===== config.mk =====
export PLATFORM = sky130hd
export DESIGN_NAME = if_id_pipe
export DESIGN_NICKNAME = d
export VERILOG_FILES = /design/src/rtl/if_id_pipe.sv
export SDC_FILE = /design/constraint.sdc
export NUM_CORES = 1
export LEC_CHECK = 0
export CAP_MARGIN = 20
export CORE_ASPECT_RATIO = 2
export CORE_MARGIN = 2
export CORE_UTILIZATION = 35
export CTS_CLUSTER_DIAMETER = 80
export CTS_CLUSTER_SIZE = 20
export DETAILED_ROUTE_END_ITERATION = 16
export PLACE_DENSITY_LB_ADDON = 0.12
export SLEW_MARGIN = 40
export SYNTH_ARGS = -nofsm -noshare
export SYNTH_HDL_FRONTEND = slang
export SYNTH_SLANG_ARGS = --single-unit

===== constraint.sdc =====
create_clock -name clk -period 7.9 [get_ports clk]
set_input_delay 1.185 -clock clk [delete_from_list [all_inputs] [get_ports clk]]
set_output_delay 1.185 -clock clk [all_outputs]
set_load 0.03 [all_outputs]

===== src/rtl/if_id_pipe.sv =====
// IF/ID pipeline register for the five-stage CPU.
// Captures the fetched instruction, its PC and PC+4 once per cycle. It stalls
// fetch on a load-use hazard against EX and squashes the fetched instruction
// when the PC is redirected. It also keeps saturating stall and flush counters.
//
// Ports:
//   clk, clr              rising-edge clock, synchronous active-high reset
//   if_inst/if_pc/if_pc4  fetch-stage instruction, PC, PC+4
//   pcsource              next-PC select from decode (nonzero = redirect)
//   ex_m2reg/ex_wreg/ex_rd  EX-stage load flag, regfile write flag, dest reg
//   pc_we                 PC write enable (0 holds fetch)
//   stall                 load-use stall; decode must inject a bubble
//   id_inst/id_pc/id_pc4  registered fetch outputs
//   id_valid              id_inst is a live instruction
//   id_rs/id_rt           source register fields of id_inst
//   stall_cnt/flush_cnt   saturating event counters
module if_id_pipe #(
  parameter bit          FLUSH_ON_BRANCH = 1'b1,
  parameter int unsigned CNT_W           = 16
) (
  input  logic             clk,
  input  logic             clr,
  input  logic [31:0]      if_inst,
  input  logic [31:0]      if_pc,
  input  logic [31:0]      if_pc4,
  input  logic [1:0]       pcsource,
  input  logic             ex_m2reg,
  input  logic             ex_wreg,
  input  logic [4:0]       ex_rd,
  output logic             pc_we,
  output logic             stall,
  output logic [31:0]      id_inst,
  output logic [31:0]      id_pc,
  output logic [31:0]      id_pc4,
  output logic             id_valid,
  output logic [4:0]       id_rs,
  output logic [4:0]       id_rt,
  output logic [CNT_W-1:0] stall_cnt,
  output logic [CNT_W-1:0] flush_cnt
);

  logic [31:0]      id_inst_q, id_inst_d;
  logic [31:0]      id_pc_q, id_pc_d;
  logic [31:0]      id_pc4_q, id_pc4_d;
  logic             id_valid_q, id_valid_d;
  logic [CNT_W-1:0] stall_cnt_q, stall_cnt_d;
  logic [CNT_W-1:0] flush_cnt_q, flush_cnt_d;

  logic [5:0] opcode;
  logic       uses_rs;
  logic       uses_rt;
  logic       hazard;
  logic       redirect;

  // Register-use decode of the instruction held in ID.
  always_comb begin
    opcode  = id_inst_q[31:26];
    uses_rs = !(opcode == 6'b000010 || opcode == 6'b000011);
    uses_rt = (opcode == 6'b000000) || (opcode == 6'b101011) ||
              (opcode == 6'b000100) || (opcode == 6'b000101);
  end

  // Load-use hazard: the load in EX produces a register that ID reads.
  // A bubble in ID (id_valid = 0) never stalls.
  always_comb begin
    hazard = id_valid_q && ex_m2reg && ex_wreg && (ex_rd != 5'd0) &&
             ((uses_rs && (ex_rd == id_inst_q[25:21])) ||
              (uses_rt && (ex_rd == id_inst_q[20:16])));
    redirect = FLUSH_ON_BRANCH && (pcsource != 2'b00);
  end

  // Update priority: stall > flush > load (reset is handled in the flop block).
  // A redirect during a stall is dropped because the stalled decode is not
  // committed, so it will be re-presented once the stall clears.
  always_comb begin
    id_inst_d   = id_inst_q;
    id_pc_d     = id_pc_q;
    id_pc4_d    = id_pc4_q;
    id_valid_d  = id_valid_q;
    stall_cnt_d = stall_cnt_q;
    flush_cnt_d = flush_cnt_q;
    if (hazard) begin
      if (stall_cnt_q != '1) begin
        stall_cnt_d = stall_cnt_q + CNT_W'(1);
      end
    end else if (redirect) begin
      id_inst_d  = '0;
      id_valid_d = 1'b0;
      id_pc_d    = if_pc;
      id_pc4_d   = if_pc4;
      if (flush_cnt_q != '1) begin
        flush_cnt_d = flush_cnt_q + CNT_W'(1);
      end
    end else begin
      id_inst_d  = if_inst;
      id_pc_d    = if_pc;
      id_pc4_d   = if_pc4;
      id_valid_d = 1'b1;
    end
  end

  always_ff @(posedge clk) begin
    if (clr) begin
      id_inst_q   <= '0;
      id_pc_q     <= '0;
      id_pc4_q    <= '0;
      id_valid_q  <= 1'b0;
      stall_cnt_q <= '0;
      flush_cnt_q <= '0;
    end else begin
      id_inst_q   <= id_inst_d;
      id_pc_q     <= id_pc_d;
      id_pc4_q    <= id_pc4_d;
      id_valid_q  <= id_valid_d;
      stall_cnt_q <= stall_cnt_d;
      flush_cnt_q <= flush_cnt_d;
    end
  end

  always_comb begin
    stall     = hazard;
    pc_we     = !hazard;
    id_inst   = id_inst_q;
    id_pc     = id_pc_q;
    id_pc4    = id_pc4_q;
    id_valid  = id_valid_q;
    id_rs     = id_inst_q[25:21];
    id_rt     = id_inst_q[20:16];
    stall_cnt = stall_cnt_q;
    flush_cnt = flush_cnt_q;
  end

endmodule


---- Word level (Yosys, flattened, before mapping) ----
Index checks and enable logic that the tools add are counted.
word-level totals
  latch bits .............................. 0
  bits in registers ....................... 129
  bits in read-only memories .............. 0
  bits of input ports ..................... 107
  memories kept ........................... 0
  output and inout port bits .............. 141
  bits in writable memories ............... 0
  word-level logic and storage cells ...... 38
operators by class
  add/sub/neg operators ................... 2
  eq/ne operators ......................... 9
  bitwise operators ....................... 1
  $lt $le $gt $ge ......................... 0
  multiplexer cells ....................... 2
  div/mod/pow operators ................... 0
  shifts and indexed selects .............. 0
  multipliers ............................. 0
  reductions and logical operators ........ 18
operators by type and width
  cell                                                             number
  16-bit by 1-bit adder with 16-bit output, second input constant  2
  32-bit two-way mux                                               1
  16-bit != test, second input constant                            2
  6-bit by 2-bit == test with 1-bit output, second input constant  2
  6-bit by 3-bit == test with 1-bit output, second input constant  2
  5-bit == test                                                    2
  6-bit == test, second input constant                             1
  1-bit logical AND                                                6
  6-bit zero test                                                  1
  1-bit logical OR                                                 5
  5-bit nonzero test                                               1
  3-bit AND reduction                                              1
  1-bit zero test                                                  2
  2-bit AND reduction                                              1
  2-bit nonzero test                                               1
  1-bit two-way mux                                                1
  1-bit NOT                                                        1

---- Longest topological paths before layout ----
  depth in word-level cells ............... 9
  mapped depth ............................ 10
  mapped depth without buffers ............ 7

---- Least setup slack after synthesis ----
OpenSTA, ideal clock, no wires.
  path kind ............................... input to output
  start ................................... in ex_rd[0]
  end ..................................... out pc_we
  stages on the path ...................... 5
  buffers on the path ..................... 0
  data required time ...................... 6715 ps
  slack ................................... 3870 ps
  arrival time ............................ 2845 ps
  path through ............................ xnor2_1 -> nand4_1 -> or4_1 -> a21oi_1 -> inv_1
between the ends
  longest elaborated chain between the ends .. 5
  elaborated cells between the ends (all ways) .. 9
  classes of those cells .................. eq/ne: 2; reduce/logical: 7
ends and longest elaborated chain
  element                                      RTL line  RTL
  from (decl)                                  29        input logic [4:0] ex_rd,
  5-bit == test, on equally long branches      67, 68
  1-bit logical AND, on equally long branches  67, 68
  1-bit logical OR                             67        ((uses_rs && (ex_rd == id_inst_q[25:21])) ||
  1-bit logical AND *                          66        hazard = id_valid_q && ex_m2reg && ex_wreg && (ex_rd != 5'd0) &&
  via stall                                    31        output logic stall,
  1-bit zero test *                            122       pc_we = !hazard;
  to (decl)                                    30        output logic pc_we,
Mark *: on every way through the listed nets, which the timed path passes. The rest lies on a longest branch.

---- Worst setup path in the final report ----
  start ................................... in ex_rd[0]
  end ..................................... out stall
between the ends
  longest elaborated chain between the ends .. 4
  elaborated cells between the ends (all ways) .. 8
  classes of those cells .................. eq/ne: 2; reduce/logical: 6
ends and longest elaborated chain
  element                                      RTL line
  5-bit == test, on equally long branches      67, 68
  1-bit logical AND, on equally long branches  67, 68
  1-bit logical OR                             67
  1-bit logical AND *                          66
  to (decl)                                    31
Every way passes the cells marked *; elsewhere a longest branch is shown, timed or not.

==> summary.md <==
| Metric | Value |
|---|---|
| Largest delay share family, worst path | `buffers and inverters` |
| Vias in the first global route | `5422` |
| Clk slew on worst S/H paths | `0.06 ns` |
| Latest clock arrival within the worst-skew pair | `0.41 ns` |
| HP Class | `flip-flop to flip-flop` |
| GP Congestion | `0.9022` |
| Max IR drop VDD | `0.1706 mV` |
| Crit-path slowest cell | `clkdlybuf4s50_1` |
| Via count | `5459` |
| Multi-input gate area | `2452 µm²` |
| Layout area overhead | `58.08%` |
| Crit path max fanout | `3` |
| Gate Count Post-Synth | `661` |
| Final Net Count | `986` |
| Area share of the largest cell type after synthesis | `48.75%` |
| Post-synth EDFFs | `0` |
| Post-route minimum period | `4.834 ns` |
| Die height | `178.0 µm` |
| Detailed Place HPWL | `12.94 mm` |
| Post-Synthesis Net Count | `770` |
| Synth unique cells | `39` |
| Commonest cells in the netlist | `nand2_1, dfxtp_1, a21oi_1, nand3_1, clkbuf_1` |
| Seq/Total Area, Yosys | `48.75%` |
| Worst Skew | `0.01417 ns` |
| LEAKAGE | `0.003112 µW` |
| TNS Setup | `0 ns` |
| Final setup fails | `0` |
| Die width | `91.00 µm` |
| Area contributors post-synth | `dfxtp_1, nand2_1, a21oi_1, nand3_1, clkbuf_1` |
| PostCTS Resize Cnt | `0` |
| Register area | `2582 µm²` |
| Share of cells above drive strength 1 | `5.618%` |
| Crit share post-route | `61.19%` |
| First-pass GRT wire length | `27.33 mm` |
| Crit start category | `input pin` |
| ANT cells | `0` |
| Htree depth | `4` |
| Grt total ovfl | `0` |
| Top Ports | `248` |
| CP required | `6.71 ns` |
| Worst path max stage delay | `0.75 ns` |
| Max Root-Sink Buffers | `2` |
| Root buf cell | `clkbuf_16` |
| Sw power | `424.3 µW` |
| Final hold viol count | `0` |
| Die area | `16200 µm²` |
| WL final | `17.73 mm` |
| Clock sink count | `129` |
| Max-cap violations | `0` |
| PD cells | `196.6 nW/µm²` |
| Setup CP Type | `input pin to output port` |
| Fill cells | `1431` |
| Sequential Power Share | `41.9%` |
| Post-route ant nets | `0` |
| Port bufs | `247` |
| Comb pwr share | `12.5%` |
| Net Sw Frac | `25.77%` |
| Hold buffers post-CTS | `0` |
| Syn avg cell area | `8.014 µm²` |
| Area after DPL | `7805 µm²` |
| CTS Buf Count | `17` |
| Unrepaired setup endpoints after global routing | `no` |
| Initial antenna violation count | `0` |
| Worst path bufs/invs | `2` |
| Critical path, cell by cell | `clkdlybuf4s50_1 > xnor2_1 > nand4_1 > or4_1 > a21oi_1 > clkdlybuf4s50_1` |
| Post-synth ARST share | `0%` |
| Fmax | `206.9 MHz` |
| Worst slew margin | `46.66%` |
| Number of synthesized register bits | `129` |
| Most frequent cell after synthesis | `nand2_1` |
| Iter 0 DRT Violations | `187` |
| Ys Warns | `0` |
| Status | `completed` |
| Clock network power share | `45.6%` |
| DR WL/cell | `16.34 µm` |
| CP endpoint kind | `output port` |
| Vias per std cell | `5.031` |
| Top cell type by total area after synthesis | `dfxtp_1` |
| Slew Limit Fails | `0` |
| Internal power | `1222 µW` |
| Worst-Margin Slew | `0.7928 ns` |
| GR Util All Layers | `21.25%` |
| Most common flop cell mapped by yosys | `dfxtp_1` |
| Initial Utilization | `35.75%` |
| First-pass DRT Iterations | `4` |
| Largest net degree at the start of global routing | `91` |
| Worst EP arrival | `3.65 ns` |
| Postcts setup bufs | `0` |
| Critical path's most frequent cell | `clkdlybuf4s50_1` |
| Synthesized area | `5298 µm²` |
| Drc violations | `0` |
| Final Cell Area | `8374 µm²` |
| Core area | `14820 µm²` |
| Core Rows | `63` |
| TritonCTS clock tree | `done` |
## cells in the final DEF (no fill, tap or decap), drive strengths merged, types with 5 or more instances in the layout
cell / n
clkdlybuf4s50: 246
nand2: 175
dfxtp: 129
a21oi: 114
nand3: 43
clkbuf: 19
nor2: 18
or4: 16
nor2b: 15
o31ai: 12
nor3: 11
mux2: 11
xnor2: 8
inv: 8
nand4: 7
xor2: 6
buf: 6
and3: 5
o21ai: 5
## area by class of cell
class                   count  area share (%)
clock buffers              19           5.289
clock inverters            13           1.509
inverters                   4          0.1793
multi-input cells         473           29.28
flip-flops and latches    129           30.84
well taps                 195           2.913
repair buffers            252           29.99
## routing by layer
layer / GRT usage [%] / wire, µm / vias to the layer above
li1: - / - / 2689
met1: 20.58 / 6213 / 2539
met2: 40.83 / 9840 / 200
met3: 5.492 / 1002 / 31
met4: 10.54 / 677 / 0
met5: 0 / 0 / -
## final timing paths
check                            from                endpoint  slack [ns]  cells past startpoint
max                          ex_rd[0]                   stall        3.07                      6
min            id_pc4[8]$_SDFFE_PP0N_  id_pc4[8]$_SDFFE_PP0N_        0.45                      2
max reg2reg  id_inst[30]$_SDFFE_PP0N_  id_pc4[4]$_SDFFE_PP0N_        4.83                      7
min reg2reg    id_pc4[8]$_SDFFE_PP0N_  id_pc4[8]$_SDFFE_PP0N_        0.45                      2
## kinds of logic (layout without fill, tap and decap cells)
family | after synthesis | after routing | share of synthesized area [%]
buf+inv | 59 | 288 | 5.267
flops | 129 | 129 | 48.75
compound gates | 138 | 138 | 14.03
simple gates | 307 | 307 | 26.64
fa+ha+maj | 2 | 2 | 0.4723
xor+xnor | 14 | 14 | 2.315
mux | 12 | 12 | 2.527
## power groups by stage
stage | clock, µW | sequential (µW) | combinational (µW)
global route | 792 | 692 | 219
finish | 750 | 690 | 206
CTS | 768 | 690 | 208
global placement | 0 | 703 | 205
floorplan | 0 | 748 | 45.8
detailed placement | 0 | 704 | 207
## stage by stage
| step | setup WS (ns) | hold WS [ns] | power, µW | instances | utilization [%] |
|---|---|---|---|---|---|
| finish | 3.066 | 0.4509 | 1647 | 1085 | 56.51 |
| global placement | 3.082 | 0.4417 | 907.6 | 1053 | 52.62 |
| floorplan | 3.870 | 0.5839 | 793.6 | 661 | - |
| global route | 2.977 | 0.4712 | 1703 | 1085 | 56.51 |
| detailed placement | 3.043 | 0.4471 | 911.2 | 1053 | 52.67 |
| CTS | 3.038 | 0.4549 | 1666 | 1085 | 56.51 |
## worst min-delay path: stages, from the launching register on
cell and delay (ns):
dfxtp_1 0.30, nand2_1 0.05, a21oi_1 0.05
## registers in the layout, indices dropped and copies added, names as in the netlist
name	count
flush_cnt	16
id_inst	32
id_pc	32
id_pc4	32
id_valid	1
stall_cnt	16
(Power assumes the default switching activity.)
